$ cat src/rtl/uart_rx_pkg.sv
// Shared definitions for the UART receive path: FSM state encodings, load addresses
// and the even-parity helper used when UART_RX_PARITY_EN is defined.
package uart_rx_pkg;

    typedef enum logic [2:0] {
        UART_RX_IDLE   = 3'd0,
        UART_RX_START  = 3'd1,
        UART_RX_DATA   = 3'd2,
        UART_RX_PARITY = 3'd3,
        UART_RX_STOP   = 3'd4,
        UART_RX_BRK    = 3'd5
    } uart_rx_state_t;

    // CPU load addresses: transmit path and receive-data/status register
    localparam logic [31:0] UART_ADDR    = 32'h1000_0000;
    localparam logic [31:0] UART_RX_ADDR = 32'h1000_0004;

    function automatic logic even_parity_ok(input logic [7:0] data, input logic par);
        return ((^data) ^ par) == 1'b0;
    endfunction

endpackage

$ cat src/rtl/sync_2ff.sv
// Two-flop synchroniser for a single asynchronous input; reset value is configurable
// so idle-high lines do not produce a spurious edge when reset is released.
module sync_2ff #(
    parameter logic RESET_VAL = 1'b1
) (
    input  logic clk,
    input  logic reset,
    input  logic d,
    output logic q
);

    logic meta;

    // metastability filter: d -> meta -> q
    always_ff @(posedge clk or posedge reset) begin
        if (reset) begin
            meta <= RESET_VAL;
            q    <= RESET_VAL;
        end else begin
            meta <= d;
            q    <= meta;
        end
    end

endmodule

$ cat src/rtl/uart_rx.sv
// 8N1 UART receiver with centre sampling, one-byte holding register and sticky errors.
// Define UART_RX_PARITY_EN to add an even-parity bit between the data and stop bits.
import uart_rx_pkg::*;

module uart_rx #(
    parameter int CLKS_PER_BIT = 1085,
    parameter int DATA_BITS    = 8
) (
    input  logic       clk,
    input  logic       reset,
    input  logic       rx,
    input  logic       rd_en,
    input  logic       err_clr,
    output logic [7:0] rx_data,
    output logic       rx_valid,
    output logic       busy,
    output logic       frame_err,
    output logic       overrun_err,
    output logic       parity_err
);

    localparam int CW = $clog2(CLKS_PER_BIT);
    localparam logic [CW-1:0] BIT_LAST  = CW'(CLKS_PER_BIT - 1);
    localparam logic [CW-1:0] HALF_LAST = CW'(CLKS_PER_BIT / 2 - 1);
    localparam logic [2:0]    IDX_LAST  = 3'(DATA_BITS - 1);

    logic                 rx_s;
    uart_rx_state_t       state, state_nx;
    logic [CW-1:0]        cnt, cnt_nx;
    logic [2:0]           idx, idx_nx;
    logic [DATA_BITS-1:0] sr, sr_nx;
    logic                 stop_ok, stop_bad;
    logic                 deliver_pend;
    logic                 overrun_set;
`ifdef UART_RX_PARITY_EN
    logic                 par_bad;
`endif

    sync_2ff #(.RESET_VAL(1'b1)) u_sync (
        .clk   (clk),
        .reset (reset),
        .d     (rx),
        .q     (rx_s)
    );

    // next-state, counters and shift register
    always_comb begin
        state_nx = state;
        cnt_nx   = cnt;
        idx_nx   = idx;
        sr_nx    = sr;
        stop_ok  = 1'b0;
        stop_bad = 1'b0;
`ifdef UART_RX_PARITY_EN
        par_bad  = 1'b0;
`endif
        case (state)
            UART_RX_IDLE: begin
                if (!rx_s) begin
                    state_nx = UART_RX_START;
                    cnt_nx   = '0;
                end else begin
                    state_nx = UART_RX_IDLE;
                end
            end
            UART_RX_START: begin
                if (cnt == HALF_LAST) begin
                    cnt_nx   = '0;
                    idx_nx   = 3'd0;
                    state_nx = rx_s ? UART_RX_IDLE : UART_RX_DATA;
                end else begin
                    cnt_nx = cnt + 1'b1;
                end
            end
            UART_RX_DATA: begin
                if (cnt == BIT_LAST) begin
                    cnt_nx = '0;
                    sr_nx  = {rx_s, sr[DATA_BITS-1:1]};
                    idx_nx = idx + 3'd1;
                    if (idx == IDX_LAST) begin
`ifdef UART_RX_PARITY_EN
                        state_nx = UART_RX_PARITY;
`else
                        state_nx = UART_RX_STOP;
`endif
                    end else begin
                        state_nx = UART_RX_DATA;
                    end
                end else begin
                    cnt_nx = cnt + 1'b1;
                end
            end
`ifdef UART_RX_PARITY_EN
            UART_RX_PARITY: begin
                if (cnt == BIT_LAST) begin
                    cnt_nx   = '0;
                    par_bad  = !even_parity_ok(sr, rx_s);
                    state_nx = UART_RX_STOP;
                end else begin
                    cnt_nx = cnt + 1'b1;
                end
            end
`endif
            UART_RX_STOP: begin
                if (cnt == BIT_LAST) begin
                    cnt_nx = '0;
                    if (rx_s) begin
                        stop_ok  = 1'b1;
                        state_nx = UART_RX_IDLE;
                    end else begin
                        stop_bad = 1'b1;
                        state_nx = UART_RX_BRK;
                    end
                end else begin
                    cnt_nx = cnt + 1'b1;
                end
            end
            UART_RX_BRK: begin
                // a held-low line must return high before a new start bit can count
                if (rx_s) begin
                    state_nx = UART_RX_IDLE;
                end else begin
                    state_nx = UART_RX_BRK;
                end
            end
            default: begin
                state_nx = UART_RX_IDLE;
                cnt_nx   = '0;
            end
        endcase
    end

    assign overrun_set = deliver_pend && rx_valid && !rd_en;

    // FSM state, counters and registered busy
    always_ff @(posedge clk or posedge reset) begin
        if (reset) begin
            state        <= UART_RX_IDLE;
            cnt          <= '0;
            idx          <= 3'd0;
            sr           <= '0;
            deliver_pend <= 1'b0;
            busy         <= 1'b0;
        end else begin
            state        <= state_nx;
            cnt          <= cnt_nx;
            idx          <= idx_nx;
            sr           <= sr_nx;
            deliver_pend <= stop_ok;
            busy         <= (state_nx != UART_RX_IDLE);
        end
    end

    // holding register and sticky error flags; a set beats err_clr
    always_ff @(posedge clk or posedge reset) begin
        if (reset) begin
            rx_data     <= 8'h00;
            rx_valid    <= 1'b0;
            frame_err   <= 1'b0;
            overrun_err <= 1'b0;
            parity_err  <= 1'b0;
        end else begin
            if (deliver_pend && (!rx_valid || rd_en)) begin
                rx_data  <= sr;
                rx_valid <= 1'b1;
            end else if (rd_en && !deliver_pend) begin
                rx_valid <= 1'b0;
            end else begin
                rx_valid <= rx_valid;
            end
            frame_err   <= stop_bad    | (frame_err   & ~err_clr);
            overrun_err <= overrun_set | (overrun_err & ~err_clr);
`ifdef UART_RX_PARITY_EN
            parity_err  <= par_bad     | (parity_err  & ~err_clr);
`else
            parity_err  <= 1'b0;
`endif
        end
    end

endmodule

$ cat config.mk
export PLATFORM = sky130hd
export DESIGN_NAME = uart_rx
export DESIGN_NICKNAME = d
export VERILOG_FILES = /design/src/rtl/uart_rx_pkg.sv /design/src/rtl/sync_2ff.sv /design/src/rtl/uart_rx.sv
export SDC_FILE = /design/constraint.sdc
export NUM_CORES = 1
export LEC_CHECK = 0
export ABC_AREA = 1
export CAP_MARGIN = 20
export CORE_MARGIN = 1.5
export CORE_UTILIZATION = 34
export CTS_BUF_LIST = sky130_fd_sc_hd__clkbuf_8
export CTS_CLUSTER_DIAMETER = 150
export DETAILED_ROUTE_END_ITERATION = 8
export DONT_BUFFER_PORTS = 1
export PLACE_DENSITY_LB_ADDON = 0.25
export SYNTH_ARGS = -nofsm -noshare
export SYNTH_HDL_FRONTEND = slang
export SYNTH_SLANG_ARGS = --single-unit
$ cat constraint.sdc
create_clock -name clk -period 1.4 [get_ports clk]
set_input_delay 0 -clock clk [delete_from_list [all_inputs] [get_ports clk]]
set_output_delay 0 -clock clk [all_outputs]
set_load 0.005 [all_outputs]
==> metrics <==
outcome complete, but fails checks; violated checks setup timing; IO Count 18; Die H 82.4 um; TritonCTS clock tree done; Worst Path Buf+Inv 0; share of layout cells above drive strength 1 0.354; dpl ws -48.5 ps; Post-synth EDFFs 0; switching share of power 0.220; DR iter-0 viols 87; worst skew pair latency 300 ps; register area share after synthesis 0.468; Combinational Power Share 0.022; Syn Nets 271; number of buffers created by CTS 5; Congestion Overflow GR 0; DRC viols 0; Final Slew Violations 0; CP arrival 1590 ps; Vias 1726; area delta synth->final 29.3%; Leak 1.29 nW; Max stage delay cell, worst path dfrtp_1; Tcrit/Tclk final 1.00; cell family with most CP delay simple AND/OR/NAND/NOR gates; cell area after synthesis 2150 um2; pwr/cell area 791 nW/um2; largest net degree at the start of global routing 29; leading area contributor after synthesis dfrtp_1; f_max 0.714 GHz; die area 6800 um2; Max Cap Violations 0; Clock Tree Buf Depth 2; Via density 4.64; Mapped Cells 261; Peak VDD IR 526 uV; H-Tree Depth 2; fin nets 306; Post-Route WL 4.61 mm; sequential share of power 0.529; Post-synth ARST share 1.00; CP max stage delay 410 ps; Startpoint Class flip-flop; worst path required time 1590 ps; library cells used by synthesis 32; number of global-route vias before repair 1619; pin slew with the least headroom to its limit 550 ps; most common library cells after synthesis 69 x nand2_1, 38 x dfrtp_1, 34 x inv_1, 24 x nand3_1, 16 x nor2_1; fin crit period 1400 ps; Internal 1.71 mW; FF-to-FF setup slack -1 ps; worst path cell trace nor2_1 > nand2_1 > nor2_4 > nand3_4 > nand2_4 > nand2_8 > nand2_2 > o21ai_2; Avg Cell Area, Syn 8.22 um2; Sw Pwr 483 uW; hold crit path type primary input to async pin; Antenna Cells 0; initial antenna violation count 0; antenna viol nets, final 0; Synth Flop Type dfrtp_1; HPWL after detailed placement 3.30 mm; skew final 8.86 ps; Seq cells post-synth 40; RSZ-0062 raised after global routing yes; Row Count 28; core box area 5990 um2; root buf cell clkbuf_8; Worst setup EP type flip-flop; Slew HR 0.631; clock power share 0.450; worst-path fanout max 6; Syn. warnings 0; Total GRT Usage 0.149; count of buffers from port buffering 0; CTS clk-pin slew, worst paths 90 ps; Die X 82.4 um; synth top area cells dfrtp_1 44%, nand2_1 12%, inv_1 5.9%, nand3_1 5.6%, o21ai_2 4.5%; Final Hold Viols 0; Routed WL per cell 12.4 um; Total Neg Setup Slack -2.94 ps; count leader, synth nand2_1; GP Congestion 0.809; clk sinks 40; Crit Path Class flip-flop to flip-flop; Final Worst Setup Slack -1.27 ps; Yosys top cell area share 0.443; DR pass1 iterations 4; Starting Density 0.358; first-pass GRT wire length 7.51 mm; Setup-failing EPs final 3
==> sequential cells by signal (all words and copies together), names as in the netlist <==
register	flops
cnt	11
rx_data	8
sr	8
idx	3
state	3
busy	1
deliver_pend	1
frame_err	1
overrun_err	1
rx_valid	1
u_sync.meta	1
u_sync.q	1
==> cell usage in the layout, fill, tap and decap left out, drive strengths merged <==
cell / count
o22ai: 2
xor2: 2
ha: 5
mux2: 1
clkbuf: 5
dfrtp: 38
nand2: 75
clkinv: 1
conb: 1
a21o: 1
nor3: 4
bufinv: 1
clkinvlp: 1
dlygate4sd3: 4
xnor2: 1
or2: 1
nand4: 8
dfstp: 2
nand3: 26
buf: 27
a21oi: 1
o211ai: 1
nor2: 24
inv: 40
o21ai: 25
==> layout make-up <==
| type | count | area, um2 |
|---|---|---|
| timing repair buffer | 31 | 268 |
| multi-input combinational | 178 | 1140 |
| clock buffer | 5 | 68.8 |
| fill | 595 | 3220 |
| tap | 75 | 93.8 |
| sequential | 40 | 1010 |
| inverter | 40 | 150 |
| clock inverter | 3 | 46.3 |
==> timing repair <==
| item | CTS | global route |
|---|---|---|
| buffers inserted | 3 | 3 |
| endpoints found under the hold margin | 44 | 0 |
| pin swaps | 7 | 12 |
| endpoints found under the setup margin | 16 | 27 |
| resized for setup | 7 | 35 |
| hold buffers | 4 | 0 |
==> power by group through the flow <==
stage,clock (mW),sequential [mW],combinational [mW]
after floorplan,0,1.18,0.0233
after global placement,0,1.18,0.0399
after detailed placement,0,1.18,0.0402
after CTS,1.01,1.16,0.0497
after global routing,1.05,1.16,0.0559
final,0.987,1.16,0.0474
==> per-stage QoR <==
step                      power, mW  cell area [um2]  std cells  utilization  hold slack (ps)
after floorplan                1.21             2160        261            -             4.48
after global placement         1.22             2420        354        0.404             -105
after detailed placement       1.22             2420        354        0.404             -102
after CTS                      2.22             2610        369        0.436              136
after global routing           2.27             2770        372        0.463              158
final                          2.20             2770        372        0.463              121
==> cells by family after synthesis <==
family | Yosys count | share of synthesized area
and+or+nand+nor | 138 | 0.306
buffers and inverters | 43 | 0.0805
DFF | 40 | 0.468
AOI/OAI and AO/OA | 30 | 0.0980
adders and majority gates | 5 | 0.0292
xor gates and xnor gates | 3 | 0.0122
other | 1 | 0.00175
muxes | 1 | 0.00525
==> per-layer routing <==
metal / global-route usage / up-vias / routed length (um)
met4: 0.0661 / 0 / 87
li1: - / 899 / -
met3: 0.0308 / 6 / 131
met5: 0 / - / 0
met1: 0.199 / 792 / 2260
met2: 0.232 / 29 / 2140
==> final timing paths <==
path / endpoint / depth (start not counted) / from
setup / recovery: idx[1]$_DFFE_PP0P_ / 8 / cnt[8]$_DFFE_PP0P_
hold / removal: cnt[9]$_DFFE_PP0P_ / 2 / reset
setup reg to reg: idx[1]$_DFFE_PP0P_ / 8 / cnt[8]$_DFFE_PP0P_
hold reg to reg: u_sync.q$_DFF_PP1_ / 0 / u_sync.meta$_DFF_PP1_
max in group asynchronous: state[0]$_DFF_PP0_ / 3 / reset
min in group clk: u_sync.meta$_DFF_PP1_ / 1 / rx
Power figures use the tool's default switching activity.
